`src/rtl/sseg_scan_ctrl.sv`:
```
// ---------------------------------------------------------------------------
// sseg_scan_ctrl
// Scan controller for a 4-digit multiplexed seven-segment display.
// Walks AN0..AN3 round-robin, inserts an all-dark gap between digits to stop
// ghosting, and drives hex-decoded segments plus the decimal point.
// New display values are staged on a load strobe and only become visible
// at a frame boundary, so an upstream counter can update at any time without
// tearing the frame that is currently on the display.
//
// Build option:
//   LEADING_ZERO_BLANK_EN - when defined, digits above the most-significant
//                           nonzero nibble are suppressed (digit 0 always
//                           stays lit). The mask is captured at commit time.
// ---------------------------------------------------------------------------
module sseg_scan_ctrl #(
    parameter int P_DIGIT_CYCLES = 4,   // cycles each digit is lit, >= 1
    parameter int P_BLANK_CYCLES = 1    // dark cycles between digits, >= 1
) (
    input  logic        i_w_clk,
    input  logic        i_w_reset,      // asynchronous, active-low
    input  logic        i_w_enable,
    input  logic        i_w_load,
    input  logic [15:0] i_w_value,
    input  logic [3:0]  i_w_dp,
    input  logic [3:0]  i_w_digit_en,
    output logic        o_r_AN0,
    output logic        o_r_AN1,
    output logic        o_r_AN2,
    output logic        o_r_AN3,
    output logic        o_r_CA,
    output logic        o_r_CB,
    output logic        o_r_CC,
    output logic        o_r_CD,
    output logic        o_r_CE,
    output logic        o_r_CF,
    output logic        o_r_CG,
    output logic        o_r_DP,
    output logic        o_r_frame
);

    // One slot counter serves both the lit and the blank phase, so it is
    // sized for whichever of the two is longer.
    localparam int CNT_MAX = (P_DIGIT_CYCLES > P_BLANK_CYCLES) ? P_DIGIT_CYCLES
                                                               : P_BLANK_CYCLES;
    localparam int CNT_W   = (CNT_MAX > 1) ? $clog2(CNT_MAX) : 1;

    localparam logic [CNT_W-1:0] ON_LAST    = CNT_W'(P_DIGIT_CYCLES - 1);
    localparam logic [CNT_W-1:0] BLANK_LAST = CNT_W'(P_BLANK_CYCLES - 1);

    typedef enum logic [1:0] {
        S_IDLE  = 2'd0,
        S_ON    = 2'd1,
        S_BLANK = 2'd2
    } state_t;

    state_t           state_q;
    state_t           state_d;
    logic [1:0]       idx_q;
    logic [1:0]       idx_d;
    logic [CNT_W-1:0] cnt_q;
    logic [CNT_W-1:0] cnt_d;
    logic             frame_evt;        // this edge starts a new frame

    // Staging holds the most recent load until the next frame boundary.
    logic [15:0]      stg_value;
    logic [3:0]       stg_dp;
    logic [3:0]       stg_en;
    logic             pending_q;

    // Active set is what the scan actually shows for the current frame.
    logic [15:0]      act_value;
    logic [3:0]       act_dp;
    logic [3:0]       act_en;
    logic [3:0]       act_mask;

    // A load that coincides with a commit bypasses staging.
    logic [15:0]      cmt_value;
    logic [3:0]       cmt_dp;
    logic [3:0]       cmt_en;
    logic             do_commit;

    // Frame-start marker delayed one stage so it lines up with the pins.
    logic             frame_p0;

    // Combinational pin values derived from the current state register.
    logic [3:0]       an_d;
    logic [6:0]       seg_d;
    logic             dp_d;
    logic [3:0]       cur_nib;
    logic             lit_en;

    // Hex to segment pattern, bit 6 = CA ... bit 0 = CG, active-low.
    function automatic logic [6:0] hex_to_seg(input logic [3:0] nib);
        logic [6:0] seg;
        case (nib)
            4'h0:    seg = 7'b0000001;
            4'h1:    seg = 7'b1001111;
            4'h2:    seg = 7'b0010010;
            4'h3:    seg = 7'b0000110;
            4'h4:    seg = 7'b1001100;
            4'h5:    seg = 7'b0100100;
            4'h6:    seg = 7'b0100000;
            4'h7:    seg = 7'b0001111;
            4'h8:    seg = 7'b0000000;
            4'h9:    seg = 7'b0000100;
            4'hA:    seg = 7'b0001000;
            4'hB:    seg = 7'b1100000;
            4'hC:    seg = 7'b0110001;
            4'hD:    seg = 7'b1000010;
            4'hE:    seg = 7'b0110000;
            default: seg = 7'b0111000;
        endcase
        return seg;
    endfunction

`ifdef LEADING_ZERO_BLANK_EN
    // Keep every digit up to and including the most-significant nonzero
    // nibble; digit 0 is always kept so a zero value still shows "0".
    function automatic logic [3:0] lead_zero_mask(input logic [15:0] value);
        logic [3:0] mask;
        if (value[15:12] != 4'h0) begin
            mask = 4'b1111;
        end else if (value[11:8] != 4'h0) begin
            mask = 4'b0111;
        end else if (value[7:4] != 4'h0) begin
            mask = 4'b0011;
        end else begin
            mask = 4'b0001;
        end
        return mask;
    endfunction
`endif

    // State, digit index and slot counter register.
    always_ff @(posedge i_w_clk or negedge i_w_reset) begin
        if (!i_w_reset) begin
            state_q <= S_IDLE;
            idx_q   <= 2'd0;
            cnt_q   <= '0;
        end else begin
            state_q <= state_d;
            idx_q   <= idx_d;
            cnt_q   <= cnt_d;
        end
    end

    // Next-state logic: enable low always abandons the slot and goes dark.
    always_comb begin
        state_d   = state_q;
        idx_d     = idx_q;
        cnt_d     = cnt_q;
        frame_evt = 1'b0;
        if (!i_w_enable) begin
            state_d = S_IDLE;
            idx_d   = 2'd0;
            cnt_d   = '0;
        end else begin
            case (state_q)
                S_IDLE: begin
                    state_d   = S_ON;
                    idx_d     = 2'd0;
                    cnt_d     = '0;
                    frame_evt = 1'b1;
                end
                S_ON: begin
                    if (cnt_q == ON_LAST) begin
                        state_d = S_BLANK;
                        cnt_d   = '0;
                    end else begin
                        cnt_d = cnt_q + 1'b1;
                    end
                end
                S_BLANK: begin
                    if (cnt_q == BLANK_LAST) begin
                        state_d = S_ON;
                        cnt_d   = '0;
                        idx_d   = idx_q + 2'd1;
                        if (idx_q == 2'd3) begin
                            frame_evt = 1'b1;
                        end
                    end else begin
                        cnt_d = cnt_q + 1'b1;
                    end
                end
                default: begin
                    state_d = S_IDLE;
                    idx_d   = 2'd0;
                    cnt_d   = '0;
                end
            endcase
        end
    end

    // Commit source select: a same-cycle load wins over staging.
    always_comb begin
        cmt_value = i_w_load ? i_w_value    : stg_value;
        cmt_dp    = i_w_load ? i_w_dp       : stg_dp;
        cmt_en    = i_w_load ? i_w_digit_en : stg_en;
        // Leaving idle always commits; at a wrap only when something is new.
        do_commit = frame_evt && (i_w_load || pending_q || (state_q == S_IDLE));
    end

    // Staging registers and pending flag; last load in a frame wins.
    always_ff @(posedge i_w_clk or negedge i_w_reset) begin
        if (!i_w_reset) begin
            stg_value <= 16'h0000;
            stg_dp    <= 4'h0;
            stg_en    <= 4'hF;
            pending_q <= 1'b0;
        end else begin
            if (i_w_load) begin
                stg_value <= i_w_value;
                stg_dp    <= i_w_dp;
                stg_en    <= i_w_digit_en;
            end
            if (frame_evt) begin
                pending_q <= 1'b0;
            end else if (i_w_load) begin
                pending_q <= 1'b1;
            end
        end
    end

    // Active registers change only at a frame commit.
    always_ff @(posedge i_w_clk or negedge i_w_reset) begin
        if (!i_w_reset) begin
            act_value <= 16'h0000;
            act_dp    <= 4'h0;
            act_en    <= 4'hF;
            act_mask  <= 4'hF;
        end else if (do_commit) begin
            act_value <= cmt_value;
            act_dp    <= cmt_dp;
            act_en    <= cmt_en;
`ifdef LEADING_ZERO_BLANK_EN
            act_mask  <= lead_zero_mask(cmt_value);
`else
            act_mask  <= 4'hF;
`endif
        end
    end

    // Pin pattern for the digit currently selected by the state register.
    always_comb begin
        cur_nib = act_value[{idx_q, 2'b00} +: 4];
        lit_en  = act_en[idx_q] & act_mask[idx_q];
        an_d    = 4'hF;
        seg_d   = 7'h7F;
        dp_d    = 1'b1;
        if (state_q == S_ON) begin
            an_d[idx_q] = ~lit_en;
            if (lit_en) begin
                seg_d = hex_to_seg(cur_nib);
            end
            dp_d = ~(act_dp[idx_q] & lit_en);
        end
    end

    // ---- stage p0: frame marker captured alongside the state register ----
    always_ff @(posedge i_w_clk or negedge i_w_reset) begin
        if (!i_w_reset) begin
            frame_p0 <= 1'b0;
        end else begin
            frame_p0 <= frame_evt;
        end
    end

    // ---- stage p1: registered pins, one cycle behind the state register ----
    always_ff @(posedge i_w_clk or negedge i_w_reset) begin
        if (!i_w_reset) begin
            o_r_AN0   <= 1'b1;
            o_r_AN1   <= 1'b1;
            o_r_AN2   <= 1'b1;
            o_r_AN3   <= 1'b1;
            o_r_CA    <= 1'b1;
            o_r_CB    <= 1'b1;
            o_r_CC    <= 1'b1;
            o_r_CD    <= 1'b1;
            o_r_CE    <= 1'b1;
            o_r_CF    <= 1'b1;
            o_r_CG    <= 1'b1;
            o_r_DP    <= 1'b1;
            o_r_frame <= 1'b0;
        end else begin
            o_r_AN0   <= an_d[0];
            o_r_AN1   <= an_d[1];
            o_r_AN2   <= an_d[2];
            o_r_AN3   <= an_d[3];
            o_r_CA    <= seg_d[6];
            o_r_CB    <= seg_d[5];
            o_r_CC    <= seg_d[4];
            o_r_CD    <= seg_d[3];
            o_r_CE    <= seg_d[2];
            o_r_CF    <= seg_d[1];
            o_r_CG    <= seg_d[0];
            o_r_DP    <= dp_d;
            o_r_frame <= frame_p0;
        end
    end

endmodule

```
`config.mk`:
```
export PLATFORM = sky130hd
export DESIGN_NAME = sseg_scan_ctrl
export DESIGN_NICKNAME = d
export VERILOG_FILES = /design/src/rtl/sseg_scan_ctrl.sv
export SDC_FILE = /design/constraint.sdc
export NUM_CORES = 1
export LEC_CHECK = 0
export CAP_MARGIN = 20
export CORE_UTILIZATION = 55
export DETAILED_ROUTE_END_ITERATION = 16
export PLACE_DENSITY_LB_ADDON = 0.08
export REMOVE_ABC_BUFFERS = 1
export SLEW_MARGIN = 20
export SYNTH_ARGS = -nofsm -noshare
export SYNTH_HDL_FRONTEND = slang
export SYNTH_SLANG_ARGS = --single-unit
```
`constraint.sdc`:
```
create_clock -name i_w_clk -period 5.5 [get_ports i_w_clk]
set_clock_uncertainty 0.15 [all_clocks]
set_input_delay 0.825 -clock i_w_clk [delete_from_list [all_inputs] [get_ports i_w_clk]]
set_output_delay 0.825 -clock i_w_clk [all_outputs]
set_load 0.01 [all_outputs]
```
# After elaboration in Yosys (flattened, before gate mapping)
# Memories as Yosys holds them, arrays and structs flattened.
# Index checks and enable logic that the tools add are counted.
[totals] output_inout_bits=13 ff_bits=69 memories=1 mem_bits_ro=112 wordCells=84 inputBits=28
[memory_table] memory="(name not given)" depth=16 word_bits=7 rd=1 rd_clocked_by_memory_dff=0 wr=0 line_no="95" rtl="case (nib)"
[op_classes] n_bitwise=6 mux=32 add_sub_neg=2 order_cmp=2 eq_ne=7 shifts=1 reduce_logical=9
[op_table] operator="16-bit 2-to-1 mux" count=1
[op_table] operator="2-bit 2-to-1 mux" count=8
[op_table] operator="16-bit by 5-bit indexed part select with 4-bit output" count=1
[op_table] operator="7-bit 2-to-1 mux" count=2
[op_table] operator="4-bit 2-to-1 mux" count=3
[op_table] operator="1-bit 2-to-1 mux" count=10
[op_table] operator="2-bit one-hot mux with 2 select lines" count=2
[op_table] operator="1-bit binary-select mux with 2-bit select" count=3
[op_table] operator="2-bit equality test, second input constant" count=3
[op_table] operator="3-bit != test, second input constant" count=2
[op_table] operator="2-bit one-hot mux with 3 select lines" count=1
[op_table] operator="2-bit by 1-bit adder with 2-bit output, second input constant" count=2
[op_table] operator="2-bit zero test" count=2
[op_table] operator="4-bit inverter" count=1
[op_table] operator="4-bit OR" count=1
[op_table] operator="2-bit AND reduction" count=2
[op_table] operator="2-bit by 3-bit less-than comparator with 1-bit output, second input constant" count=1
[op_table] operator="1-bit bitwise AND" count=2
[op_table] operator="1-bit demux with 2-bit select" count=1
[op_table] operator="2-bit by 1-bit equality test with 1-bit output, second input constant" count=1
[op_table] operator="2-bit by 1-bit >= comparator with 1-bit output, second input constant" count=1
[op_table] operator="1-bit logical AND" count=2
[op_table] operator="1-bit logical OR" count=2
[op_table] operator="2-bit != test, second input constant" count=1
[op_table] operator="3 further kinds" count=4

# Longest topological paths before layout
[logic_depth] word_depth=7 mapped_depth=8 mapped_depth_nobuf=7

# Least setup slack after synthesis
# Ideal clock, no wire load.
[synth_timing] path_type="input to register" start="input i_w_load" end="register act_dp[0]" stages=4 setup_time_ps=125 arrival_ps=1956 path_buffers=2 setup_slack_ps=3269 t_required_ps=5225 path_cell_list="buf_2 -> buf_1 -> mux2_2 -> mux2_2"
[synth_between] elab_cells_between_ends=4 classes_between="mux (1); reduce/logical (3)"
[synth_rtl] element="from (decl)" line_no="22" rtl="input logic i_w_load,"
[synth_rtl] element="4-bit 2-to-1 mux"
[synth_rtl] element="named net cmt_dp[0]" line_no="78" rtl="logic [3:0] cmt_dp;"
[synth_rtl] element="to (signal assigned)" line_no="233" rtl="act_dp <= cmt_dp;"
[synth_rtl] element="to (decl)" line_no="72" rtl="logic [3:0] act_dp;"
# The timed path passes the listed nets, and every way through them passes these cells.
# A chain may end at the register's enable or synchronous reset.

# Final worst setup path
[layout_timing] start="input i_w_load" end="register act_dp[0]"
[layout_between] elab_chain_len=3 elab_cells_between_ends=4 classes_between="mux (1); reduce/logical (3)"
[layout_lines] element="1-bit logical OR (2 in a row)" line_no="200" rtl="do_commit = frame_evt && (i_w_load || pending_q || (state_q == S_IDLE));"
[layout_lines] element="1-bit logical AND" line_no="200"
# Parallel ways exist; a longest one is shown, timed or not.

==> flow_summary.ini <==
[outcome]
status = finished, final reports clean

[worst_setup_path]
r2r_cells = 5
max_stage_delay_ps = 590
crit_fanout = 26
r2r_setup_slack_ps = 3020
critical_path.startpoint_type = input pin
critical_path_arrival_ps = 2600
cp-end-kind = register
cp.required_ps = 5570
crit_path_cell_trace = clkdlybuf4s50_1 -> buf_4 -> o31a_2 -> mux2_2
crit_slowest_cell = o31a_2
reg2reg_from = idx_q[0]$_DFFE_PN0P_
worstSetupPathType = input pin to register
reg2reg_to = o_r_CD$_DFF_PN1_

[global_routing]
antenna_found_initial = 0
grt_max_degree = 70
grt_pass1_wl_mm = 8.20
grt_pass1_vias = 1771
grt_use_total_pct = 18.1
grt-ovfl-total = 0

[synthesis]
synth_common_cells = dfrtp_1, mux2_2, dfstp_2, ha_1
synth_cell_types = 34
yosysTopAreaCellShare_pct = 39.2
yosysMostFrequentCell = dfrtp_1
netlist_area_sq_um = 3130
yosys-top-cells-area = dfrtp_1, mux2_2, dfstp_2
synthFlopType = dfrtp_1
netlist_instances = 220
synth-seq-cells = 69
ys_async_sr_fraction_pct = 100
synth_top_cell_by_area = dfrtp_1
ys.warnings.count = 0
synth.avg_cell_area_sq_um = 14.2
synth-edff-count = 0
yosysSeqAreaShare_pct = 56.0

[sta]
rsz0062_at_grt = no
finalMaxSlewViolations = 0
fin_setup_tns_ps = 0
max_freq_ghz = 0.395
maxSlewHeadroom_pct = 43.5
timing.hold.ws_ps = 202
setup-violations-final = 0
min_period_ps = 2530
tightestPinTransition_ps = 847
timing.final.crit_share_pct = 46.0
hold_violations = 0

[routing]
wl_per_cell_um = 14.3
vias = 1760
drt-initial-drc-count = 67
drt_pass1_iterations = 4
postRouteAntennaNets = 0
drc_errors = 0
via_per_inst = 5.19
routed_wl_mm = 4.86

[clock_tree]
cts.repair.resized = 0
clk_pin_slew_worst_paths_ps = 70
clkLatencyLatePin_ps = 330
cts_sinks = 69
cts-htree-levels = 3
post_cts_buffers = 0
cts_tree = built
clk_path_buf_depth = 2
cts-root-buf = clkbuf_8
numCtsBuffers = 9
hold_buffers = 0

[finish]
multi_input_area_sq_um = 1260
n_antenna_cell = 0
drive_gt1_share_pct = 33.7
fillers = 379
seq_area_sq_um = 1750
synthToLayoutAreaGrowth_pct = 19.8
design_area_sq_um = 3750
nets = 308

[pwr]
leakagePower_nw = 1.57
finalPower_w = 0.00130
ir_drop_uv = 185
powerDensity_nw_per_um2 = 347

[floorplanning]
rows = 27
die_y_um = 77.4
die_area_sq_um = 5990
start_util_pct = 56.8
core-area_sq_um = 5510
die_w_um = 77.4
ios = 41

[placement]
dp_hpwl_mm = 3.16
portBuffers = 40
postPlaceCellArea_sq_um = 3550
place.gp.congestion = 0.808

[worst_hold_path]
hp-start = frame_p0$_DFF_PN0_
min_path_cells = 0
hp-class = register to register
worstHoldEndpoint = o_r_frame$_DFF_PN0_

[run]
max_cap_violations = 0
==> state kept, by name, summed over array words and instances (netlist names), 2 cells and up <==
signal / cells
act_en: 4
cnt_q: 2
stg_en: 4
act_dp: 4
state_q: 2
stg_dp: 4
act_value: 16
stg_value: 16
idx_q: 2
==> metal layers <==
metal  track usage [%]  up-vias  routed length (um)
met2              27.8       36                2230
li1                  -      849                   -
met4              6.79        0                  55
met3              5.65        6                 170
met1              24.3      869                2400
met5                 0        -                   0
==> metrics by stage <==
step	cells	setup WS, ps	util (%)
after global routing	339	2820	68.1
after global placement	323	2230	64.5
after CTS	339	2560	68.0
after detailed placement	323	2200	64.5
after floorplan	209	3120	-
final	339	2970	68.1
==> cell usage in the layout (no fill, tap or decap), drive strengths merged, types with 2 or more instances in the layout <==
| master | n |
|---|---|
| dfrtp | 49 |
| mux2 | 49 |
| clkdlybuf4s50 | 39 |
| dfstp | 20 |
| ha | 18 |
| clkbuf | 12 |
| inv | 11 |
| nand2 | 11 |
| nor2 | 7 |
| nor2b | 6 |
| mux4 | 6 |
| a21oi | 5 |
| o221ai | 4 |
| mux2i | 3 |
| nand2b | 3 |
| o21ai | 3 |
| buf | 3 |
| a22oi | 2 |
| nand3 | 2 |
| clkinv | 2 |
==> worst max-delay path by stage <==
stage | end | start | depth (start not counted) | slack, ps
after floorplan | act_dp[0]$_DFFE_PN0P_ | idx_q[0]$_DFFE_PN0P_ | 5 | 3120
after detailed placement | act_dp[0]$_DFFE_PN0P_ | i_w_load | 4 | 2200
after global routing | act_value[6]$_DFFE_PN0P_ | idx_q[0]$_DFFE_PN0P_ | 5 | 2820
final | act_dp[0]$_DFFE_PN0P_ | i_w_load | 4 | 2970
after CTS | act_value[13]$_DFFE_PN0P_ | i_w_load | 4 | 2560
after global placement | act_value[15]$_DFFE_PN0P_ | i_w_load | 4 | 2230
==> final cells by class <==
cell class / count / share of cell area [%]
clock buffers: 12 / 3.87
flip-flops and latches: 69 / 46.7
well taps: 72 / 2.40
inverters: 11 / 1.10
clock inverters: 4 / 1.27
repair buffers: 42 / 11.0
multi-input cells: 129 / 33.7
==> critical path, delay by kind of cell <==
| kind | cells | cell delay [ps] |
|---|---|---|
| AO/OA/AOI/OAI | 1 | 590 |
| multiplexers | 1 | 400 |
| buffers and inverters | 2 | 760 |
==> where the power goes <==
group	total (W)	switching (W)	internal (W)
clock network	0.000398	0.000178	0.000221
registers	0.000631	0.0000301	0.000601
logic	0.000272	0.000122	0.000149
==> kinds of logic after synthesis <==
kind of cell,after synthesis,synth area share (%)
AOI/OAI and AO/OA,20,4.40
adders and majority gates,18,7.20
buffers and inverters,22,3.68
DFF,69,56.0
muxes,58,23.5
and+or+nand+nor,33,5.16
(Power assumes the default switching activity.)
